===== config.mk =====
export PLATFORM = sky130hd
export DESIGN_NAME = spi_register_writer
export DESIGN_NICKNAME = d
export VERILOG_FILES = /design/src/rtl/synth_pkg.sv /design/src/rtl/spi_input_sync.sv /design/src/rtl/spi_register_writer.sv
export SDC_FILE = /design/constraint.sdc
export NUM_CORES = 1
export LEC_CHECK = 0
export ABC_AREA = 0
export BUFFER_PORTS_ARGS = -buffer_cell sky130_fd_sc_hd__clkbuf_2
export CAP_MARGIN = 20
export CORE_MARGIN = 1
export CORE_UTILIZATION = 35
export CTS_BUF_LIST = sky130_fd_sc_hd__clkbuf_8
export CTS_CLUSTER_DIAMETER = 120
export DETAILED_ROUTE_END_ITERATION = 7
export GPL_ROUTABILITY_DRIVEN = 0
export PLACE_DENSITY = 0.61
export SYNTH_ARGS = -nofsm -noshare
export SYNTH_HDL_FRONTEND = slang
export SYNTH_SLANG_ARGS = --single-unit

===== constraint.sdc =====
create_clock -name i_Clock -period 2.55 [get_ports i_Clock]
set_clock_uncertainty 0.05 [all_clocks]
set_input_delay 0 -clock i_Clock [delete_from_list [all_inputs] [get_ports i_Clock]]
set_output_delay 0 -clock i_Clock [all_outputs]
set_load 0.005 [all_outputs]

===== src/rtl/synth_pkg.sv =====
// ---------------------------------------------------------------------------
// synth_pkg
// Shared definitions for the SPI register-write front end of the synth.
//   SPI_FRAME_BITS    : serial frame length (32, or 33 with parity)
//   SPI_DATA_BITS     : payload bits carried by a frame
//   REG_NUM_* / REG_VAL_* : field positions inside the 32-bit payload
//   SpiWriterState_t  : frame FSM states
// Optional feature macro: SPI_REGISTER_WRITER_PARITY_EN (adds a trailing
// even-parity bit to every frame).
// ---------------------------------------------------------------------------
package synth_pkg;

`ifdef SPI_REGISTER_WRITER_PARITY_EN
  localparam int SPI_FRAME_BITS = 33;
`else
  localparam int SPI_FRAME_BITS = 32;
`endif

  localparam int SPI_DATA_BITS = 32;

  localparam int REG_NUM_MSB = 31;
  localparam int REG_NUM_LSB = 16;
  localparam int REG_VAL_MSB = 15;
  localparam int REG_VAL_LSB = 0;

  typedef enum logic [1:0] {
    ST_IDLE   = 2'd0,
    ST_SHIFT  = 2'd1,
    ST_COMMIT = 2'd2
  } SpiWriterState_t;

endpackage


===== src/rtl/spi_input_sync.sv =====
// ---------------------------------------------------------------------------
// spi_input_sync
// Multi-flop synchronizer bringing one asynchronous SPI pin into the i_Clock
// domain. The chain resets to RESET_VALUE so the bus looks idle after reset.
//   i_Clock   : system clock
//   i_Reset   : synchronous, active-high reset
//   async_in  : asynchronous input pin
//   sync_out  : synchronized level (SYNC_STAGES cycles of latency)
// ---------------------------------------------------------------------------
module spi_input_sync #(
  parameter int   SYNC_STAGES = 2,
  parameter logic RESET_VALUE = 1'b0
) (
  input  logic i_Clock,
  input  logic i_Reset,
  input  logic async_in,
  output logic sync_out
);

  logic [SYNC_STAGES-1:0] stages;

  // NOTE: non-blocking assignment, so each stage takes the previous stage's
  // old value and the chain really is SYNC_STAGES flops deep.
  always_ff @(posedge i_Clock) begin
    if (i_Reset) begin
      stages <= {SYNC_STAGES{RESET_VALUE}};
    end else begin
      stages <= {stages[SYNC_STAGES-2:0], async_in};
    end
  end

  assign sync_out = stages[SYNC_STAGES-1];

endmodule


===== src/rtl/spi_register_writer.sv =====
// ---------------------------------------------------------------------------
// spi_register_writer
// SPI (mode 0) slave that turns each 32-bit frame {register[15:0],
// value[15:0]} into a single-cycle register write strobe. Malformed frames
// (wrong bit count, or bad parity) give a single-cycle o_FrameError instead.
// MISO echoes the previously accepted frame, MSB first.
//   i_Clock / i_Reset     : system clock, synchronous active-high reset
//   i_SpiClock            : SCLK, asynchronous, must be <= i_Clock/4
//   i_SpiChipSelect_n     : frame enable, active-low, asynchronous
//   i_SpiMosi             : serial data in, MSB first
//   o_SpiMiso             : echo of last accepted frame (0 while CS_n high)
//   o_RegisterNumber      : register address of the last committed write
//   o_RegisterValue       : register data of the last committed write
//   o_RegisterWriteEnable : one-cycle write strobe
//   o_FrameError          : one-cycle pulse, frame discarded
// Optional feature macro: SPI_REGISTER_WRITER_PARITY_EN (33-bit frames whose
// bit 0 makes the whole frame even parity).
// ---------------------------------------------------------------------------
module spi_register_writer
  import synth_pkg::*;
#(
  parameter int SYNC_STAGES = 2
) (
  input  logic        i_Clock,
  input  logic        i_Reset,
  input  logic        i_SpiClock,
  input  logic        i_SpiChipSelect_n,
  input  logic        i_SpiMosi,
  output logic        o_SpiMiso,
  output logic [15:0] o_RegisterNumber,
  output logic [15:0] o_RegisterValue,
  output logic        o_RegisterWriteEnable,
  output logic        o_FrameError
);

  // Synchronized pins and their one-cycle-delayed copies.
  logic sclk_s, cs_n_s, mosi_s;
  logic sclk_d, cs_n_d;

  spi_input_sync #(.SYNC_STAGES(SYNC_STAGES), .RESET_VALUE(1'b0)) u_sync_sclk (
    .i_Clock(i_Clock), .i_Reset(i_Reset), .async_in(i_SpiClock), .sync_out(sclk_s));
  spi_input_sync #(.SYNC_STAGES(SYNC_STAGES), .RESET_VALUE(1'b1)) u_sync_cs_n (
    .i_Clock(i_Clock), .i_Reset(i_Reset), .async_in(i_SpiChipSelect_n), .sync_out(cs_n_s));
  spi_input_sync #(.SYNC_STAGES(SYNC_STAGES), .RESET_VALUE(1'b0)) u_sync_mosi (
    .i_Clock(i_Clock), .i_Reset(i_Reset), .async_in(i_SpiMosi), .sync_out(mosi_s));

  logic sclk_rise, sclk_fall, cs_rise;
  assign sclk_rise = sclk_s & ~sclk_d;
  assign sclk_fall = ~sclk_s & sclk_d;
  assign cs_rise   = cs_n_s & ~cs_n_d;

  // A frame may start only after CS_n has been seen high with a flushed
  // synchronizer. This keeps a CS_n still low across reset from looking like
  // a new frame, and lets a CS_n fall during COMMIT start the next frame
  // from IDLE one cycle later (the start test is on the level, not a pulse).
  logic [2:0] flush_cnt;
  logic       flushed;
  logic       armed;
  assign flushed = (flush_cnt == 3'(SYNC_STAGES));

  SpiWriterState_t state, state_next;
  logic            start_frame, end_frame;

  logic [5:0]                bit_cnt;
  logic [SPI_FRAME_BITS-1:0] shift_reg;
  logic [SPI_DATA_BITS-1:0]  echo_reg;
  logic [SPI_DATA_BITS-1:0]  miso_shift;
  logic [SPI_DATA_BITS-1:0]  frame_data;
  logic                      frame_ok;

`ifdef SPI_REGISTER_WRITER_PARITY_EN
  assign frame_data = shift_reg[SPI_FRAME_BITS-1:1];
  assign frame_ok   = (bit_cnt == 6'(SPI_FRAME_BITS)) && !(^shift_reg);
`else
  assign frame_data = shift_reg;
  assign frame_ok   = (bit_cnt == 6'(SPI_FRAME_BITS));
`endif

  always_ff @(posedge i_Clock) begin
    if (i_Reset) begin
      state <= ST_IDLE;
    end else begin
      state <= state_next;
    end
  end

  // NOTE: every output of this block gets a default first, so no path can
  // leave one unassigned and infer a latch.
  always_comb begin
    state_next  = state;
    start_frame = 1'b0;
    end_frame   = 1'b0;
    case (state)
      ST_IDLE: begin
        if (armed && !cs_n_s) begin
          start_frame = 1'b1;
          state_next  = ST_SHIFT;
        end
      end
      ST_SHIFT: begin
        if (cs_rise) begin
          end_frame  = 1'b1;
          state_next = ST_COMMIT;
        end
      end
      ST_COMMIT: state_next = ST_IDLE;
      default:   state_next = ST_IDLE;
    endcase
  end

  always_ff @(posedge i_Clock) begin
    if (i_Reset) begin
      sclk_d                <= 1'b0;
      cs_n_d                <= 1'b1;
      flush_cnt             <= '0;
      armed                 <= 1'b0;
      bit_cnt               <= '0;
      shift_reg             <= '0;
      echo_reg              <= '0;
      miso_shift            <= '0;
      o_RegisterNumber      <= '0;
      o_RegisterValue       <= '0;
      o_RegisterWriteEnable <= 1'b0;
      o_FrameError          <= 1'b0;
    end else begin
      sclk_d                <= sclk_s;
      cs_n_d                <= cs_n_s;
      o_RegisterWriteEnable <= 1'b0;
      o_FrameError          <= 1'b0;

      if (!flushed) flush_cnt <= flush_cnt + 3'd1;

      if (start_frame)            armed <= 1'b0;
      else if (flushed && cs_n_s) armed <= 1'b1;

      if (start_frame) begin
        bit_cnt    <= '0;
        shift_reg  <= '0;
        miso_shift <= echo_reg;
      end else if (state == ST_SHIFT) begin
        if (sclk_rise) begin
          shift_reg <= {shift_reg[SPI_FRAME_BITS-2:0], mosi_s};
          if (bit_cnt != 6'd63) bit_cnt <= bit_cnt + 6'd1;
        end
        if (sclk_fall) miso_shift <= {miso_shift[SPI_DATA_BITS-2:0], 1'b0};
      end

      // Registered here so the strobe and data appear in the COMMIT cycle.
      if (end_frame) begin
        if (frame_ok) begin
          o_RegisterWriteEnable <= 1'b1;
          o_RegisterNumber      <= frame_data[REG_NUM_MSB:REG_NUM_LSB];
          o_RegisterValue       <= frame_data[REG_VAL_MSB:REG_VAL_LSB];
          echo_reg              <= frame_data;
        end else begin
          o_FrameError <= 1'b1;
        end
      end
    end
  end

  assign o_SpiMiso = (state == ST_SHIFT) && !cs_n_s && miso_shift[SPI_DATA_BITS-1];

endmodule


* Word-level counts from Yosys, hierarchy flattened
Cells that the tools add are included.
** Storage, ports and cells
- Register bits :: 150
- Input bits :: 5
** Operators by class
- Eq/ne operators :: 6
- Bitwise logic cells :: 7
- Muxes and demuxes :: 12
- $add $sub $neg :: 2
- Reduce and logical (&&, ||, !) cells :: 15
** Operators with widths (number)
- $mux W32 :: 3
- $reduce_and A2 Y1 :: 4
- $add A6 B1 Y6 const B :: 1
- $eq A6 B6 Y1 const B :: 1
- $mux W1 :: 6
- $ne A6 B6 Y1 const B :: 1
- $logic_and A1 B1 Y1 :: 4
- $mux W2 :: 2
- $ne A2 B2 Y1 const B :: 2
- $not A1 Y1 :: 4
- $pmux W2 S2 :: 1
- $reduce_bool A2 Y1 :: 2
- $reduce_or A2 Y1 :: 2
- $add A3 B1 Y3 const B :: 1
- $and A1 B1 Y1 :: 3
- $eq A3 B2 Y1 const B :: 1
- $reduce_and A3 Y1 :: 1
- $eq A2 B1 Y1 const B :: 1
- $logic_not A2 Y1 :: 1
- $logic_not A1 Y1 :: 1

* Depth between registers and ports, before layout
Gate-level depths: netlist (run 1).
- Depth after elaboration :: 6
- Mapped depth :: 6
- Mapped depth without buffers :: 5

* Hierarchy
From an unflattened synthesis (run 1), not the netlist that was laid out.
** Unflattened totals
- Cells, all modules :: 555
- Area total of the unflattened synthesis :: 4737.0 µm²
** Modules (own cells, without submodules)
- spi_register_writer :: times used 1, cells an instance 543, seq. area each 2242.2 µm², area an instance 4579.4 µm²
- spi_input_sync :: times used 3, cells an instance 4, seq. area each 40.0 µm², area an instance 52.6 µm²

* Least setup slack after synthesis (run 1)
OpenSTA, ideal clock, no wires.
- Kind :: reg-to-reg
- Start :: register bit_cnt[0]
- End :: register echo_reg[15]
- Data arrival time :: 1.693 ns
- Slack :: 0.736 ns
- Cell stages (with the launch flop) :: 7
- Setup time :: 0.072 ns
- Cells stage by stage :: dfxtp_1 > inv_1 > ha_1 > or4b_4 > nor3_4 > buf_8 > mux2i_1
** On the way
- Cells in the longest elaborated chain, start to end :: 2
** Ends and longest elaborated chain
- from (decl) :: line spi_register_writer.sv:64 : logic [5:0] bit_cnt;
- from (signal assigned) :: line spi_register_writer.sv:143 : if (bit_cnt != 6'd63) bit_cnt <= bit_cnt + 6'd1;
- $eq A6 B6 Y1 :: line spi_register_writer.sv:76 : assign frame_ok = (bit_cnt == 6'(SPI_FRAME_BITS));
- $reduce_and A2 Y1 (no line)
- to (signal assigned) :: line spi_register_writer.sv:154 : echo_reg <= frame_data;
- to (decl) :: line spi_register_writer.sv:66 : logic [SPI_DATA_BITS-1:0] echo_reg;
Every way passes these cells.
A chain may end at the register's enable or synchronous reset.

* Final worst setup path (run 1)
Same ends and word-level chain as after synthesis.

==> implementation parameters, run 1 <==
Parameter                              Value

Status
  Outcome    completed

Power
  Total power density per cell area    738 mW/mm^2
  Combinational group share of total power    0.054
  Maximum ir drop on the vdd rail    0.477 mV
  Reported net switching power    0.872 mW
  Internal portion of total power    3.24 mW
  Sequential share of power    0.470
  Switching portion of total power    0.212
  Clock network fraction of total power    0.476
  P_leak    1.82 nW

Setup path
  Critical setup path kind    flip-flop to flip-flop
  Worst path required time    2.84 ns
  Slowest library cell on the worst path    sky130_fd_sc_hd__or4b_4
  Longest individual stage delay on the worst path    0.47 ns
  Data arrival at the endpoint of the critical path    2.17 ns
  Element type at the critical path end    flip-flop
  Crit Path Max Fanout    32
  Cells along the critical path    inv_1 > ha_1 > or4b_4 > nor3_4 > buf_12 > mux2i_1
  Category of the worst setup path launch point    flip-flop
  Worst reg-to-reg setup slack    0.66 ns

Clocking
  Number of cells upsized or downsized after cts    0
  Clk Latency, worst-skew pair    0.42 ns
  Number of H-tree levels    4
  Clock tree from TritonCTS    done
  Number of buffers created by CTS    17
  Number of sinks on the clock net    118
  Clock root buffer master    sky130_fd_sc_hd__clkbuf_8
  Longest Clk Path Bufs    2
  Setup Fix Bufs, Post-CTS    0
  Clock slew at reported path FFs    0.07 ns

Timing
  Slew of the pin with the lowest slew margin    0.511 ns
  Final cycle utilization of the critical path    0.740
  Worst slew margin    0.659
  Hold WS    0.0757 ns
  Total negative slack    0 ns
  Unrepaired setup endpoints after global routing    false
  Max-slew violation count    0
  Fmax    530 MHz
  Final setup violating endpoints    0
  Final Hold Viols    0
  Post-layout minimum cycle time    1.89 ns
  Final critical-path setup slack    0.664 ns

Placed design
  Placed wire-length estimate after detailed placement    6520 microns
  Post-DP Area    0.00508 sq mm
  Worst slack at placement    0.662 ns
  Port bufs    39

Die
  Core area    0.0132 sq mm
  Die height    118 microns
  Die width    118 microns
  Effective utilization at floorplan    0.358
  Std-Cell Rows    42
  IO Pins    40
  Area enclosed by the die boundary    0.0140 sq mm

Flow run
  Max cap viols    0

Route
  Starting DRC count in detailed routing    243
  Antenna-violating nets left    0
  Number of DRC violations after detailed routing    0
  Mean routed wirelength per cell    13.0 microns
  Per-cell via count in the routed design    4.93
  Number of optimization iterations in the first detailed-route pass    4
  Via Count    3818
  Wirelength, routed    10100 microns

Logic synthesis
  Share of synthesized registers carrying an async set or reset    0
  Post-synthesis register bit count    118
  Net Count, Synth    564
  Area share of the largest cell type after synthesis    0.501
  Number of synthesis warnings    0
  Most used flip-flop cell after synthesis    sky130_fd_sc_hd__dfxtp_1
  Sequential share of the synthesized area    0.501
  Combined area of all synthesized cells    0.00472 sq mm
  Post-Syn Instances    555
  Top cells by area in the synthesized netlist    sky130_fd_sc_hd__dfxtp_1 50%, sky130_fd_sc_hd__nand2_1 15%, sky130_fd_sc_hd__mux2i_1 7.4%
  Mean instance size in the synthesized netlist    8.50 sq um
  Post-synthesis cell type with the largest combined area    sky130_fd_sc_hd__dfxtp_1
  Most frequent cells after synthesis    194 x sky130_fd_sc_hd__nand2_1, 118 x sky130_fd_sc_hd__dfxtp_1, 36 x sky130_fd_sc_hd__nor3_1, 35 x sky130_fd_sc_hd__a21oi_1, 35 x sky130_fd_sc_hd__mux2i_1
  Most frequently used cell type in the post-synthesis netlist    sky130_fd_sc_hd__nand2_1
  Count of unique library cells instantiated by Yosys    37
  Number of synthesized flops with an enable pin    0

Layout
  Post-Route Utilization    0.423
  Post-Layout Inst Area    0.00558 sq mm
  Nets@finish    595
  Fraction of layout cells with a size suffix above 1    0.160
  Number of diodes    0
  Area Overhead vs Synth    18.2%
  Count of fill cells added during filler insertion    1294

Worst hold path
  Hold crit path type    input pin to flip-flop

Global routing
  Vias in the first global route    3763
  Number of antenna violations at the first check in global routing    0
  Grt ovf    0
  Wire length of the first global-routing pass    17600 microns
  Largest net degree at the start of global routing    50
  Total routing usage reported by global routing    0.156
## final timing paths
kind / end / from / cells past startpoint
max: echo_reg[15] / bit_cnt[0] / 6
min: o_RegisterValue[0] / i_Reset / 5
min reg2reg: u_sync_cs_n.stages[1] / u_sync_cs_n.stages[0] / 1
max reg2reg: echo_reg[15] / bit_cnt[0] / 6
## area by class of cell
cell class                      count  area, sq um  area share
Clock inverter                     11          178      0.0319
Inverter                            7         26.3     0.00471
Sequential cell                   118         2360       0.424
Multi-Input combinational cell    385         2150       0.386
Clock buffer                       21          289      0.0518
Tap cell                          176          220      0.0395
Timing Repair Buffer               57          350      0.0628
## per-layer routing
layer / global-route usage / up-vias / wire length, microns
li1: - / 1950 / -
met1: 0.190 / 1785 / 4770
met2: 0.261 / 79 / 4760
met3: 0.0489 / 4 / 520
met4: 0.0521 / 0 / 56
met5: 0 / - / 0
## placed cells by master (no fill, tap or decap), types with 2 or more instances in the layout
cell / netlist / layout
sky130_fd_sc_hd__bufinv_16: 0 / 5
sky130_fd_sc_hd__nand4bb_1: 2 / 2
sky130_fd_sc_hd__clkbuf_2: 0 / 39
sky130_fd_sc_hd__nand2_1: 194 / 194
sky130_fd_sc_hd__nor4bb_4: 0 / 2
sky130_fd_sc_hd__or2_2: 4 / 4
sky130_fd_sc_hd__dfxtp_1: 118 / 118
sky130_fd_sc_hd__nor2_1: 6 / 6
sky130_fd_sc_hd__buf_4: 0 / 14
sky130_fd_sc_hd__nor2b_1: 6 / 6
sky130_fd_sc_hd__nor3_1: 36 / 36
sky130_fd_sc_hd__clkbuf_8: 0 / 21
sky130_fd_sc_hd__a31oi_1: 2 / 2
sky130_fd_sc_hd__a311oi_1: 33 / 33
sky130_fd_sc_hd__nor4_1: 2 / 2
sky130_fd_sc_hd__inv_1: 6 / 8
sky130_fd_sc_hd__a21oi_1: 35 / 35
sky130_fd_sc_hd__nand3_1: 6 / 6
sky130_fd_sc_hd__a211oi_1: 2 / 2
sky130_fd_sc_hd__nand2b_1: 2 / 2
sky130_fd_sc_hd__mux2i_1: 35 / 35
sky130_fd_sc_hd__clkinv_2: 0 / 4
sky130_fd_sc_hd__ha_1: 4 / 4
sky130_fd_sc_hd__dlygate4sd3_1: 0 / 3
## power groups by stage
stage | Clock (mW) | Sequential (mW) | Combinational, mW
2_1_floorplan | 0 | 1.96 | 0.177
3_3_place_gp | 0 | 1.97 | 0.211
3_5_place_dp | 0 | 1.98 | 0.221
4_1_cts | 2.01 | 1.93 | 0.226
5_1_grt | 2.10 | 1.94 | 0.254
6_report | 1.96 | 1.93 | 0.221
## worst max-delay path, delay by kind of cell (launching register included)
family	cells	cell delay [ns]
AND/OR/NAND/NOR	2	0.68
buffers and inverters	2	0.36
flip-flops	1	0.34
multiplexers	1	0.22
adder cells (fa/ha/maj)	1	0.14
## through the flow
step	power [mW]	std cells
2_1_floorplan	2.14	555
3_3_place_gp	2.18	740
3_5_place_dp	2.20	740
5_1_grt	4.30	775
4_1_cts	4.17	775
6_report	4.12	775
## cell families (layout without fill, tap and decap cells)
| group | after synthesis | in the layout | synth area share |
|---|---|---|---|
| fa+ha+maj | 4 | 4 | 0.0106 |
| compound gates | 74 | 74 | 0.107 |
| xor+xnor | 1 | 1 | 0.00186 |
| buf+inv | 52 | 96 | 0.0517 |
| simple gates | 270 | 270 | 0.252 |
| flops | 118 | 118 | 0.501 |
| mux | 36 | 36 | 0.0766 |
## repair_timing
action / CTS / global route
hold buffers: 3 / 0
hold endpoints to repair: 3 / 0
setup endpoints to repair: 0 / 0
(Power assumes the default switching activity.)
==> inputs of run 2 (changes only) <==
==> constraint.sdc (replaced) <==
create_clock -name i_Clock -period 1.8 [get_ports i_Clock]
set_clock_uncertainty 0.05 [all_clocks]
set_input_delay 0 -clock i_Clock [delete_from_list [all_inputs] [get_ports i_Clock]]
set_output_delay 0 -clock i_Clock [all_outputs]
set_load 0.005 [all_outputs]
==> run 2 against run 1 <==
The flow now finishes with violations (setup timing). Setup slack got worse by 0.72 ns. Highest routed layer unchanged. Register-to-register slack got worse by 0.72 ns. Final area rose by 3.0%. Die area did not move. Combinational power rose by 57%. Critical endpoint is now o_RegisterNumber[15]. Cell count rose by 1.8%. First-iteration DRC count rose by 2.9%. Critical path type unchanged. Largest cell class unchanged. Fmax rose by 1.8%. Global-route usage rose by 0.66 points. Wire length rose by 4.7%. Utilization rose by 1.3 points.
==> implementation parameters, run 2 (synthesized netlist as in run 1, its figures left out) <==
Parameter                              Value

Status
  Outcome    finished with violations
  Violated checks    setup timing

Layout
  Area Overhead vs Synth    21.7%
  Commonest cells after routing, fill and taps aside    194 x sky130_fd_sc_hd__nand2_1, 117 x sky130_fd_sc_hd__dfxtp_1, 39 x sky130_fd_sc_hd__clkbuf_2
  Number of standard cells in the final layout excluding fillers    789 (+1.8%)
  Number of diodes    0 (unchanged)
  Most frequent standard cell in the layout excluding fill and tap cells    sky130_fd_sc_hd__nand2_1
  Post-Layout Inst Area    0.00574 sq mm (+3.0%)
  Fraction of layout cells with a size suffix above 1    0.179 (+0.0192)
  Nets@finish    610 (+2.5%)
  Post-Route Utilization    0.435 (+0.0125)

Timing
  Post-layout minimum cycle time    1.85 ns (-0.0337 ns)
  Slew of the pin with the lowest slew margin    0.369 ns (-0.142 ns)
  Fmax    540 MHz (+1.8%)
  Final critical-path setup slack    -0.0520 ns (-0.716 ns)
  Final cycle utilization of the critical path    1.03 (+0.289)
  Hold WS    0.262 ns (+0.186 ns)
  Total negative slack    -0.158 ns (-0.158 ns)
  Unrepaired setup endpoints after global routing    true
  Max-slew violation count    0 (unchanged)
  Worst slew margin    0.754 (+0.0946)
  Final Hold Viols    0 (unchanged)
  Final setup violating endpoints    7 (+7)

Route
  Number of DRC violations after detailed routing    0 (unchanged)
  Number of optimization iterations in the first detailed-route pass    5 (+1)
  Mean routed wirelength per cell    13.4 microns (+2.8%)
  Via Count    3901 (+2.2%)
  Wirelength, routed    10600 microns (+4.7%)
  Per-cell via count in the routed design    4.94 (+0.36%)
  Antenna-violating nets left    0 (unchanged)
  Starting DRC count in detailed routing    250 (+2.9%)

Setup path
  Slowest library cell on the worst path    sky130_fd_sc_hd__or4b_4
  Category of the worst setup path launch point    flip-flop
  Element type at the critical path end    flip-flop
  Cells along the critical path    inv_2 > ha_1 > or4b_4 > nor3_4 > buf_12 > mux2i_1
  Critical setup path kind    flip-flop to flip-flop
  Crit Path Max Fanout    17 (-47%)
  Data arrival at the endpoint of the critical path    2.16 ns (about the same)
  Longest individual stage delay on the worst path    0.47 ns (about the same)
  Worst path required time    2.11 ns (-0.73 ns)

Placed design
  Worst slack at placement    -0.0629 ns (-0.725 ns)
  Cell Count Post-Placement    752 (+1.6%)
  Port bufs    39 (unchanged)
  Placed wire-length estimate after detailed placement    6870 microns (+5.2%)
  Post-DP Area    0.00522 sq mm (+2.8%)

Worst hold path
  Hold crit path type    input pin to flip-flop

Power
  Overall power consumption    5.83 mW (+42%)
  P_leak    1.90 nW (+4.4%)
  Total power density per cell area    1020 mW/mm^2 (+38%)
  Maximum ir drop on the vdd rail    0.553 mV (+16%)

Clocking
  Clock slew at reported path FFs    0.07 ns (about the same)
  Number of H-tree levels    4 (unchanged)
  Clock tree from TritonCTS    done
  Number of buffers created by CTS    17 (unchanged)
  Clock root buffer master    sky130_fd_sc_hd__clkbuf_8
  Number of sinks on the clock net    118 (unchanged)
  Setup Fix Bufs, Post-CTS    0 (unchanged)
  Clk Latency, worst-skew pair    0.44 ns (+0.02 ns)
  Longest Clk Path Bufs    2 (unchanged)

Global routing
  Grt ovf    0 (unchanged)
  Total routing usage reported by global routing    0.163 (+0.00658)
  Wire length of the first global-routing pass    18200 microns (+3.2%)
  Largest net degree at the start of global routing    38 (-24%)
  Vias in the first global route    3878 (+3.1%)
  Number of antenna violations at the first check in global routing    0 (unchanged)

Die
  Std-Cell Rows    42 (unchanged)
  IO Pins    40 (unchanged)
  Area enclosed by the die boundary    0.0140 sq mm (unchanged)
  Core area    0.0132 sq mm (unchanged)
  Die width    118 microns (unchanged)
  Die height    118 microns (unchanged)
  Effective utilization at floorplan    0.358 (unchanged)

Flow run
  Max cap viols    0 (unchanged)
==> run 2: path summary, 6_finish.rpt <==
kind | start | to | slack [ns] | depth (start not counted)
setup / recovery | bit_cnt[0] | o_RegisterNumber[15] | -0.05 | 6
hold / removal | i_SpiChipSelect_n | u_sync_cs_n.stages[0] | 0.26 | 3
setup reg to reg | bit_cnt[0] | o_RegisterNumber[15] | -0.05 | 6
hold reg to reg | u_sync_cs_n.stages[0] | u_sync_cs_n.stages[1] | 0.37 | 1
==> run 2: critical path, delay by kind of cell, from the launching register on <==
kind          cells  cell delay (ns)
fa+ha+maj         1             0.13
simple gates      2             0.75
buf+inv           2             0.27
flops             1             0.33
mux               1             0.22
==> run 2: area by class of cell <==
cell class / count / area, sq um
Fill cell: 1270 / 7450
Inverter: 7 / 26.3
Timing Repair Buffer: 72 / 520
Clock inverter: 11 / 179
Sequential cell: 118 / 2360
Clock buffer: 20 / 275
Tap cell: 176 / 220
Multi-Input combinational cell: 385 / 2160
==> run 2: metal layers <==
| metal | track usage | up-vias | part of all wire |
|---|---|---|---|
| met5 | 0 | - | 0 |
| met4 | 0.0793 | 0 | 0.015 |
| met3 | 0.0514 | 15 | 0.048 |
| met2 | 0.265 | 86 | 0.47 |
| met1 | 0.193 | 1823 | 0.47 |
| li1 | - | 1977 | - |
==> run 2: what timing repair did <==
item / 4_1_cts / 5_1_grt
gates resized for setup: 0 / 1
setup endpoints to repair: 30 / 33
hold buffers: 6 / 0
endpoints found under the hold margin: 8 / 0
pin swaps: 1 / 0
==> run 2: power by group <==
group	internal (mW)	switching [mW]	total, mW
Combinational	0.152	0.195	0.347
Sequential	2.69	0.0519	2.74
Clock	1.73	1.02	2.75
Total	4.57	1.26	5.83
